[src/rtl/note_sequencer.sv]
// Step-table melody sequencer: ticks at the sample rate, advances one oscillator per tick
// and registers its sample for the DAC/mixer. Optional rests: define NOTE_SEQUENCER_REST_EN.
module note_sequencer #(
  parameter int width_p     = 12,
  parameter int num_notes_p = 4,
  parameter int steps_p     = 8,
  parameter int dur_width_p = 16,
  parameter int clk_div_p   = 2268
) (
  input  logic                             clk_i,
  input  logic                             reset_i,
  input  logic                             start_i,
  input  logic                             stop_i,
  input  logic                             loop_i,
  input  logic [$clog2(steps_p+1)-1:0]     seq_len_i,
  input  logic                             wr_en_i,
  input  logic [$clog2(steps_p)-1:0]       wr_addr_i,
  input  logic [$clog2(num_notes_p):0]     wr_note_i,
  input  logic [dur_width_p-1:0]           wr_dur_i,
  input  logic [num_notes_p*width_p-1:0]   osc_data_i,
  output logic [num_notes_p-1:0]           osc_ready_o,
  output logic signed [width_p-1:0]        data_o,
  output logic                             valid_o,
  input  logic                             ready_i,
  output logic                             busy_o,
  output logic                             done_o,
  output logic                             overrun_o
);

  localparam int NIW = $clog2(num_notes_p);
  localparam int NW  = NIW + 1;
  localparam int SW  = $clog2(steps_p);
  localparam int LW  = $clog2(steps_p + 1);
  localparam int TW  = (clk_div_p > 1) ? $clog2(clk_div_p) : 1;

  localparam logic [TW-1:0] TICK_MAX = TW'(clk_div_p - 1);
  localparam logic [LW-1:0] STEPS_L  = LW'(steps_p);

  typedef enum logic {
    IDLE = 1'b0,
    PLAY = 1'b1
  } state_t;

  state_t                 state_q;
  logic [SW-1:0]          step_q;
  logic [LW-1:0]          len_q;
  logic [dur_width_p-1:0] dur_cnt_q;
  logic [TW-1:0]          tick_cnt_q;

  logic [NW-1:0]          note_mem [steps_p];
  logic [dur_width_p-1:0] dur_mem  [steps_p];

  logic [NW-1:0]          cur_note;
  logic [NIW-1:0]         note_idx;
  logic [dur_width_p-1:0] cur_dur;
  logic                   rest;
  logic                   tick;
  logic                   accept;
  logic                   fire;
  logic                   dur_last;
  logic                   step_last;
  logic [width_p-1:0]     osc_sample;
  logic [width_p-1:0]     sample;

  always_ff @(posedge clk_i) begin
    if (wr_en_i) begin
      note_mem[wr_addr_i] <= wr_note_i;
      dur_mem[wr_addr_i]  <= wr_dur_i;
    end
  end

  assign cur_note = note_mem[step_q];
  assign cur_dur  = dur_mem[step_q];
  assign note_idx = cur_note[NIW-1:0];

`ifdef NOTE_SEQUENCER_REST_EN
  assign rest = cur_note[NW-1];
`else
  logic unused_rest_flag;
  assign unused_rest_flag = cur_note[NW-1];
  assign rest = 1'b0;
`endif

  // Output handshake: a sample transfers when valid_o && ready_i. A tick may load a new
  // sample only when the output slot is empty or being drained that same cycle; data_o
  // never changes while valid_o && !ready_i.
  assign tick      = (state_q == PLAY) && (tick_cnt_q == TICK_MAX) && !stop_i;
  assign accept    = !valid_o || ready_i;
  assign fire      = tick && accept;
  assign dur_last  = (cur_dur == '0) || (dur_cnt_q == cur_dur - dur_width_p'(1));
  assign step_last = (LW'(step_q) == len_q - LW'(1));
  assign busy_o    = (state_q == PLAY);

  always_comb begin
    osc_sample = '0;
    for (int k = 0; k < num_notes_p; k++) begin
      if (note_idx == NIW'(k)) osc_sample = osc_data_i[k*width_p +: width_p];
    end
  end

  assign sample = rest ? '0 : osc_sample;

  always_comb begin
    osc_ready_o = '0;
    if (fire && !rest) osc_ready_o[note_idx] = 1'b1;
  end

  always_ff @(posedge clk_i or posedge reset_i) begin
    if (reset_i) begin
      state_q    <= IDLE;
      step_q     <= '0;
      len_q      <= '0;
      dur_cnt_q  <= '0;
      tick_cnt_q <= '0;
      data_o     <= '0;
      valid_o    <= 1'b0;
      done_o     <= 1'b0;
      overrun_o  <= 1'b0;
    end else begin
      done_o <= 1'b0;

      if (fire) begin
        data_o  <= sample;
        valid_o <= 1'b1;
      end else if (valid_o && ready_i) begin
        valid_o <= 1'b0;
      end

      if (tick && !accept) overrun_o <= 1'b1;

      case (state_q)
        IDLE: begin
          if (start_i && !stop_i) begin
            overrun_o <= 1'b0;
            if (seq_len_i == '0) begin
              done_o <= 1'b1;
            end else begin
              state_q    <= PLAY;
              step_q     <= '0;
              dur_cnt_q  <= '0;
              tick_cnt_q <= '0;
              valid_o    <= 1'b0;
              // Lengths beyond the table depth play the whole table.
              len_q      <= (seq_len_i > STEPS_L) ? STEPS_L : seq_len_i;
            end
          end
        end
        PLAY: begin
          if (stop_i) begin
            state_q    <= IDLE;
            valid_o    <= 1'b0;
            tick_cnt_q <= '0;
          end else if (tick) begin
            tick_cnt_q <= '0;
            if (dur_last) begin
              dur_cnt_q <= '0;
              if (step_last) begin
                if (loop_i) begin
                  step_q <= '0;
                end else begin
                  state_q <= IDLE;
                  done_o  <= 1'b1;
                end
              end else begin
                step_q <= step_q + SW'(1);
              end
            end else begin
              dur_cnt_q <= dur_cnt_q + dur_width_p'(1);
            end
          end else begin
            tick_cnt_q <= tick_cnt_q + TW'(1);
          end
        end
        default: state_q <= IDLE;
      endcase
    end
  end

endmodule

[config.mk]
export PLATFORM = sky130hd
export DESIGN_NAME = note_sequencer
export DESIGN_NICKNAME = d
export VERILOG_FILES = /design/src/rtl/note_sequencer.sv
export SDC_FILE = /design/constraint.sdc
export NUM_CORES = 1
export LEC_CHECK = 0
export ABC_AREA = 1
export CORE_MARGIN = 4
export CORE_UTILIZATION = 57
export DETAILED_ROUTE_END_ITERATION = 12
export PLACE_DENSITY = 0.78
export SKIP_CTS_REPAIR_TIMING = 1
export SYNTH_ARGS = -nofsm -noshare
export SYNTH_HDL_FRONTEND = slang
export SYNTH_SLANG_ARGS = --single-unit
[constraint.sdc]
create_clock -name clk_i -period 2.59 [get_ports clk_i]
set_input_delay 0.518 -clock clk_i [delete_from_list [all_inputs] [get_ports clk_i]]
set_output_delay 0.518 -clock clk_i [all_outputs]
set_load 0.01 [all_outputs]
# Yosys cells after proc, flatten, opt, wreduce, memory -nomap -nowiden
# Memory sizes are Yosys's and may differ from the RTL's.
# Cells that the tools add are included.
# W data, S select, Z words.
dict set report totals {
  reg_bits 51
  memories 2
  rom_bits 0
  input_bits 81
  latch_bits 0
  ram_bits 152
}
dict set report classes {
  bitwise_logic 2
  addsub 5
  n_lt_le_gt_ge 3
  div 0
  n_reduce_logical 19
  shift 0
  multipliers 0
  n_eq_ne 12
  mux 54
}
# name words width rd rd_clocked_by_memory_dff write_ports line
set memory_table {}
lappend memory_table {dur_mem 8 16 1 0 1 51} ;# logic [dur_width_p-1:0] dur_mem [steps_p];
lappend memory_table {note_mem 8 3 1 0 1 50} ;# logic [NW-1:0] note_mem [steps_p];
# op count
set ops {}
lappend ops {{$mux W12} 8}
lappend ops {{$mux W16} 5}
lappend ops {{$pmux W16 S2} 1}
lappend ops {{$mux W1} 25}
lappend ops {{$pmux W12 S2} 1}
lappend ops {{$mux W3} 7}
lappend ops {{$add A16 B1 Y16 const B} 1}
lappend ops {{$eq A16 B16 Y1} 1}
lappend ops {{$logic_not A16 Y1} 1}
lappend ops {{$sub A16 B1 Y16 const B} 1}
lappend ops {{$add A12 B1 Y12 const B} 1}
lappend ops {{$eq A12 B12 Y1 const B} 1}
lappend ops {{$mux W4} 2}
lappend ops {{$logic_and A1 B1 Y1} 7}
lappend ops {{$ne A2 B2 Y1 const B} 3}
lappend ops {{$pmux W1 S2} 3}
lappend ops {{$pmux W3 S2} 1}
lappend ops {{$reduce_and A6 Y1} 1}
lappend ops {{$eq A2 B2 Y1 const B} 2}
lappend ops {{$eq A3 B4 Y1} 1}
lappend ops {{$gt A4 B4 Y1 const B} 1}
lappend ops {{$logic_not A4 Y1} 1}
lappend ops {{$ne A2 B1 Y1 const B} 2}
lappend ops {{$reduce_and A4 Y1} 1}
lappend ops {{13 further kinds} 17}

# Logic depth before layout (Yosys ltp)
dict set report logic_depth {
  ltp_word 8
  ltp_mapped 24
}

# Worst setup path before layout
# Ideal clock, no wire load.
dict set report synth_path {
  path_kind {register to output}
  startpoint {reg step_q[0]}
  endpoint {out osc_ready_o[3]}
  required_ns 2.072
  path_stages_with_launch 13
  n_path_buf 4
  arrival_ns 1.933
  slack_ns 0.139
  cell_sequence {dfrtp_1 -> buf_6 -> buf_6 -> buf_4 -> buf_4 -> o21ai_1 -> o22ai_1 -> inv_1 -> o21ai_2 -> inv_1 -> nor2_2 -> nand2_2 -> inv_1}
}
dict set report synth_via {
  elab_chain_cells 6
  elab_cells_between_ends 7
  cone_classes {2 x order compare; 3 x mux; 1 x reduce/logical; 1 x memory}
}
# item line
set synth_rtl {}
lappend synth_rtl {{from (decl)} 45} ;# logic [SW-1:0] step_q;
lappend synth_rtl {{from (signal assigned)} 165} ;# step_q <= step_q + SW'(1);
lappend synth_rtl {{$mem_v2 Z8 W3 *} --}
lappend synth_rtl {{$lt A2 B3 Y1 (implied by the code) or $ge A2 B1 Y1 (tied branches)} 105} ;# if (fire && !rest) osc_ready_o[note_idx] = 1'b1;
lappend synth_rtl {{$logic_and A1 B1 Y1 (implied by the code)} 105}
lappend synth_rtl {{$mux W1 (implied by the code)} 105}
lappend synth_rtl {{$demux W1 S2 *} 105}
lappend synth_rtl {{$mux W4 *} 105}
lappend synth_rtl {{to (decl)} 21} ;# output logic [num_notes_p-1:0] osc_ready_o,
# Every way passes the cells marked *; elsewhere a longest branch is shown, timed or not.

# Worst setup path after layout
dict set report layout_path {
  startpoint {reg step_q[0]}
  endpoint {reg dur_cnt_q[1]}
}
dict set report layout_via {
  elab_chain_cells 8
  elab_cells_between_ends 9
  cone_classes {1 x add/sub; 1 x eq/ne; 4 x mux; 2 x reduce/logical; 1 x memory}
}
# item line
set layout_rtl {}
lappend layout_rtl {{$mem_v2 Z8 W16 *} --}
lappend layout_rtl {{$sub A16 B1 Y16} 90} ;# assign dur_last = (cur_dur == '0) || (dur_cnt_q == cur_dur - dur_width_p'(1));
lappend layout_rtl {{$eq A16 B16 Y1} 90}
lappend layout_rtl {{$logic_or A1 B1 Y1 *} 90}
lappend layout_rtl {{$mux W16 *} 155} ;# if (dur_last) begin
lappend layout_rtl {{$mux W16 *} 153} ;# end else if (tick) begin
lappend layout_rtl {{$mux W16 *} 149} ;# if (stop_i) begin
lappend layout_rtl {{$pmux W16 S2 *} 131} ;# case (state_q)
lappend layout_rtl {{to (signal assigned)} 168} ;# dur_cnt_q <= dur_cnt_q + dur_width_p'(1);
lappend layout_rtl {{to (decl)} 47} ;# logic [dur_width_p-1:0] dur_cnt_q;
# Every way passes the cells marked *; elsewhere a longest branch is shown, timed or not. The select of a mux whose other input is x is not followed.
# A chain may end at the register's enable or synchronous reset.

==> results_dict.tcl <==
set metrics [dict create \
    status "finished, violations left" \
    violations "setup timing" \
    die_x_um 139 \
    grt_max_degree 52 \
    startpoint_type "flip-flop" \
    yosysSeqAreaShare 0.571 \
    slew_headroom 0.545 \
    nets 1391 \
    first_pass_iters 7 \
    hp-class "reg2reg" \
    cp-end-kind "flip-flop" \
    power_frac_seq 0.387 \
    start_util 0.588 \
    worstSetupPathType "reg2reg" \
    ys_dominant_reg_cell "edfxtp_1" \
    clk_pin_slew_ns 0.07 \
    num_vias 8323 \
    utilization 0.761 \
    area_growth_pct 29.4 \
    drt_iter0_markers 813 \
    wl_mm 25.8 \
    antenna_found_initial 0 \
    antenna_cells 0 \
    intPower_mw 6.22 \
    finalWorstSetupSlack_ns -0.277 \
    cts-buffers-inserted 17 \
    p_sw_mw 2.97 \
    switching_share 0.323 \
    slew_violations 0 \
    layout-drive-gt1-share 0.177 \
    yosys_warnings 0 \
    grt_overflow 0 \
    dp_hpwl_mm 16.4 \
    drv_cap 0 \
    rsz0062_at_grt "yes" \
    grt_pass1_vias 8084 \
    period_minus_slack_ns 2.87 \
    drc 0 \
    std_cell_rows 47 \
    vias_per_cell 5.42 \
    synth_top_area_cell "edfxtp_1" \
    fin_crit_sh 1.11 \
    finalSetupTns_ns -5.55 \
    p_clk_frac 0.285 \
    synth_edf_count 144 \
    grt_use_total 0.258 \
    power_frac_comb 0.328 \
    cts.sinks 195 \
    ys_types 35 \
    p_leak_nw 5.56 \
    finClkSkew_ns 0.00975 \
    clock_latency_ns 0.44 \
    wl_per_cell_um 16.8 \
    syn_nets 1197 \
    grt_first_pass_wirelength_mm 40.0 \
    fin_cells 1537 \
    syn_inst 1110 \
    cp_max_fo 16 \
    arrival_ns 3.18 \
    gp_congestion 0.902 \
    port_buffers 99 \
    worstPathRequired_ns 2.91 \
    cts_root_buf "clkbuf_16" \
    final-hold-violation-count 0 \
    setup_viol 25 \
    ir_worst_vdd_mv 0.554 \
    synth_seq_cells 195 \
    p_total_mw 9.19 \
    pre_cts_ws_ns -0.257 \
    htreeDepth 4 \
    fmax_ghz 0.349 \
    cts_buffer_depth 2 \
    cts_tree "built" \
    ant_nets 0 \
    die_area_um2 19400 \
    worst_slew_pin_slew_ns 0.683 \
    core_area_um2 16700 \
    synth_largest_type_area_fraction 0.441 \
    place_inst 1491 \
    syn-cell-area_um2 9820 \
    avgSynthCellArea_um2 8.84 \
    die_h_um 139 \
    ys_top_cells_by_area "edfxtp_1 (44%), dfrtp_1 (13%), nand2_1 (13%)" \
    ios 101 \
    async_reset_ff_frac 0.262 \
    pwr_density_cell_nw_per_um2 723 \
]
final timing paths:
path | slack (ns) | end | cells past startpoint | from
worst max-delay path | -0.28 | dur_cnt_q[1]$_DFFE_PP0P_ | 19 | step_q[0]$_DFFE_PP0P_
worst min-delay path | 0.49 | data_o[5]$_DFFE_PP0P_ | 2 | data_o[5]$_DFFE_PP0P_
worst max register to register | -0.28 | dur_cnt_q[1]$_DFFE_PP0P_ | 19 | step_q[0]$_DFFE_PP0P_
worst min register to register | 0.49 | data_o[5]$_DFFE_PP0P_ | 2 | data_o[5]$_DFFE_PP0P_
max in group asynchronous | 1.52 | step_q[0]$_DFFE_PP0P_ | 3 | reset_i
min in group asynchronous | 0.59 | data_o[11]$_DFFE_PP0P_ | 3 | reset_i
Yosys cell counts, types with 4 or more instances:
cell / number
nand2_1: 339
inv_1: 171
edfxtp_1: 144
nand3_1: 116
nor2_1: 69
dfrtp_1: 51
a21oi_1: 27
o21ai_0: 25
xor2_1: 20
nor3_1: 17
buf_2: 16
nand4_1: 13
o22ai_1: 12
xnor2_1: 9
a41oi_1: 7
buf_4: 7
buf_6: 7
ha_1: 6
o21ai_1: 6
inv_2: 5
nand2_2: 5
nor2_2: 5
clkbuf_1: 4
worst max-delay path, cell delays in order, from the launching register on:
cell and delay (ns):
dfrtp_2 0.47, buf_6 0.16, buf_12 0.14, nand2_1 0.06
nand3_1 0.09, nand3_2 0.13, nand2_2 0.12, buf_4 0.14
nand2_2 0.07, nor2_4 0.22, nand2_2 0.12, o21bai_1 0.18
nand2_1 0.07, nor2_1 0.09, nand2_1 0.08, nor2_1 0.13
nand2_2 0.11, nand3_4 0.11, buf_12 0.16, o22ai_1 0.07
registers in the layout, indices dropped and copies added (netlist names):
register	count
valid_o	1
len_q	4
step_q	3
data_o	12
note_mem	16
overrun_o	1
busy_o	1
tick_cnt_q	12
done_o	1
dur_cnt_q	16
dur_mem	128
cell usage in the layout, fill, tap and decap left out, types with 19 or more instances in the layout:
master           instances
nand2_1                316
xor2_1                  19
clkdlybuf4s50_1         95
nor2_2                  22
inv_1                  168
a21oi_1                 27
nand2_2                 24
clkbuf_16               19
buf_4                   94
nand3_1                104
o21ai_0                 23
dfrtp_1                 50
edfxtp_1               144
nor2_1                  49
per-layer routing:
layer  GRT usage  share of wire
met5           0              0
met3      0.0446          0.075
met1       0.346           0.41
met4      0.0762          0.024
met2       0.434           0.49
cells by family after synthesis:
family,count (synthesis),share of synthesized area
adder cells (fa/ha/maj),6,0.00765
buffers and inverters,213,0.0920
AO/OA/AOI/OAI,92,0.0557
AND/OR/NAND/NOR,575,0.248
XOR/XNOR,29,0.0259
flip-flops,195,0.571
power by group through the flow:
stage	logic, mW	clock network [mW]	registers (mW)
after floorplan	1.57	0	3.60
after global placement	2.50	0	3.61
after detailed placement	2.57	0	3.62
after CTS	2.62	2.64	3.56
after global routing	3.28	2.80	3.57
final	3.01	2.62	3.56
metrics by stage:
| step | area, um2 | hold WS (ns) |
|---|---|---|
| floorplan | 9820 | 0.470 |
| CTS | 12300 | 0.496 |
| detailed placement | 11700 | 0.478 |
| global route | 12700 | 0.516 |
| finish | 12700 | 0.493 |
| global placement | 11700 | 0.471 |
final cells by class:
| type | count | area [um2] |
|---|---|---|
| Tap cell | 220 | 275 |
| Clock inverter | 9 | 90.1 |
| Multi-Input combinational cell | 702 | 3560 |
| Sequential cell | 195 | 5600 |
| Timing Repair Buffer | 210 | 2000 |
| Timing Repair inverter | 1 | 6.26 |
| Inverter | 177 | 678 |
| Fill cell | 1052 | 4000 |
| Clock buffer | 23 | 499 |
Note: power is estimated with default switching activity, not from simulation.
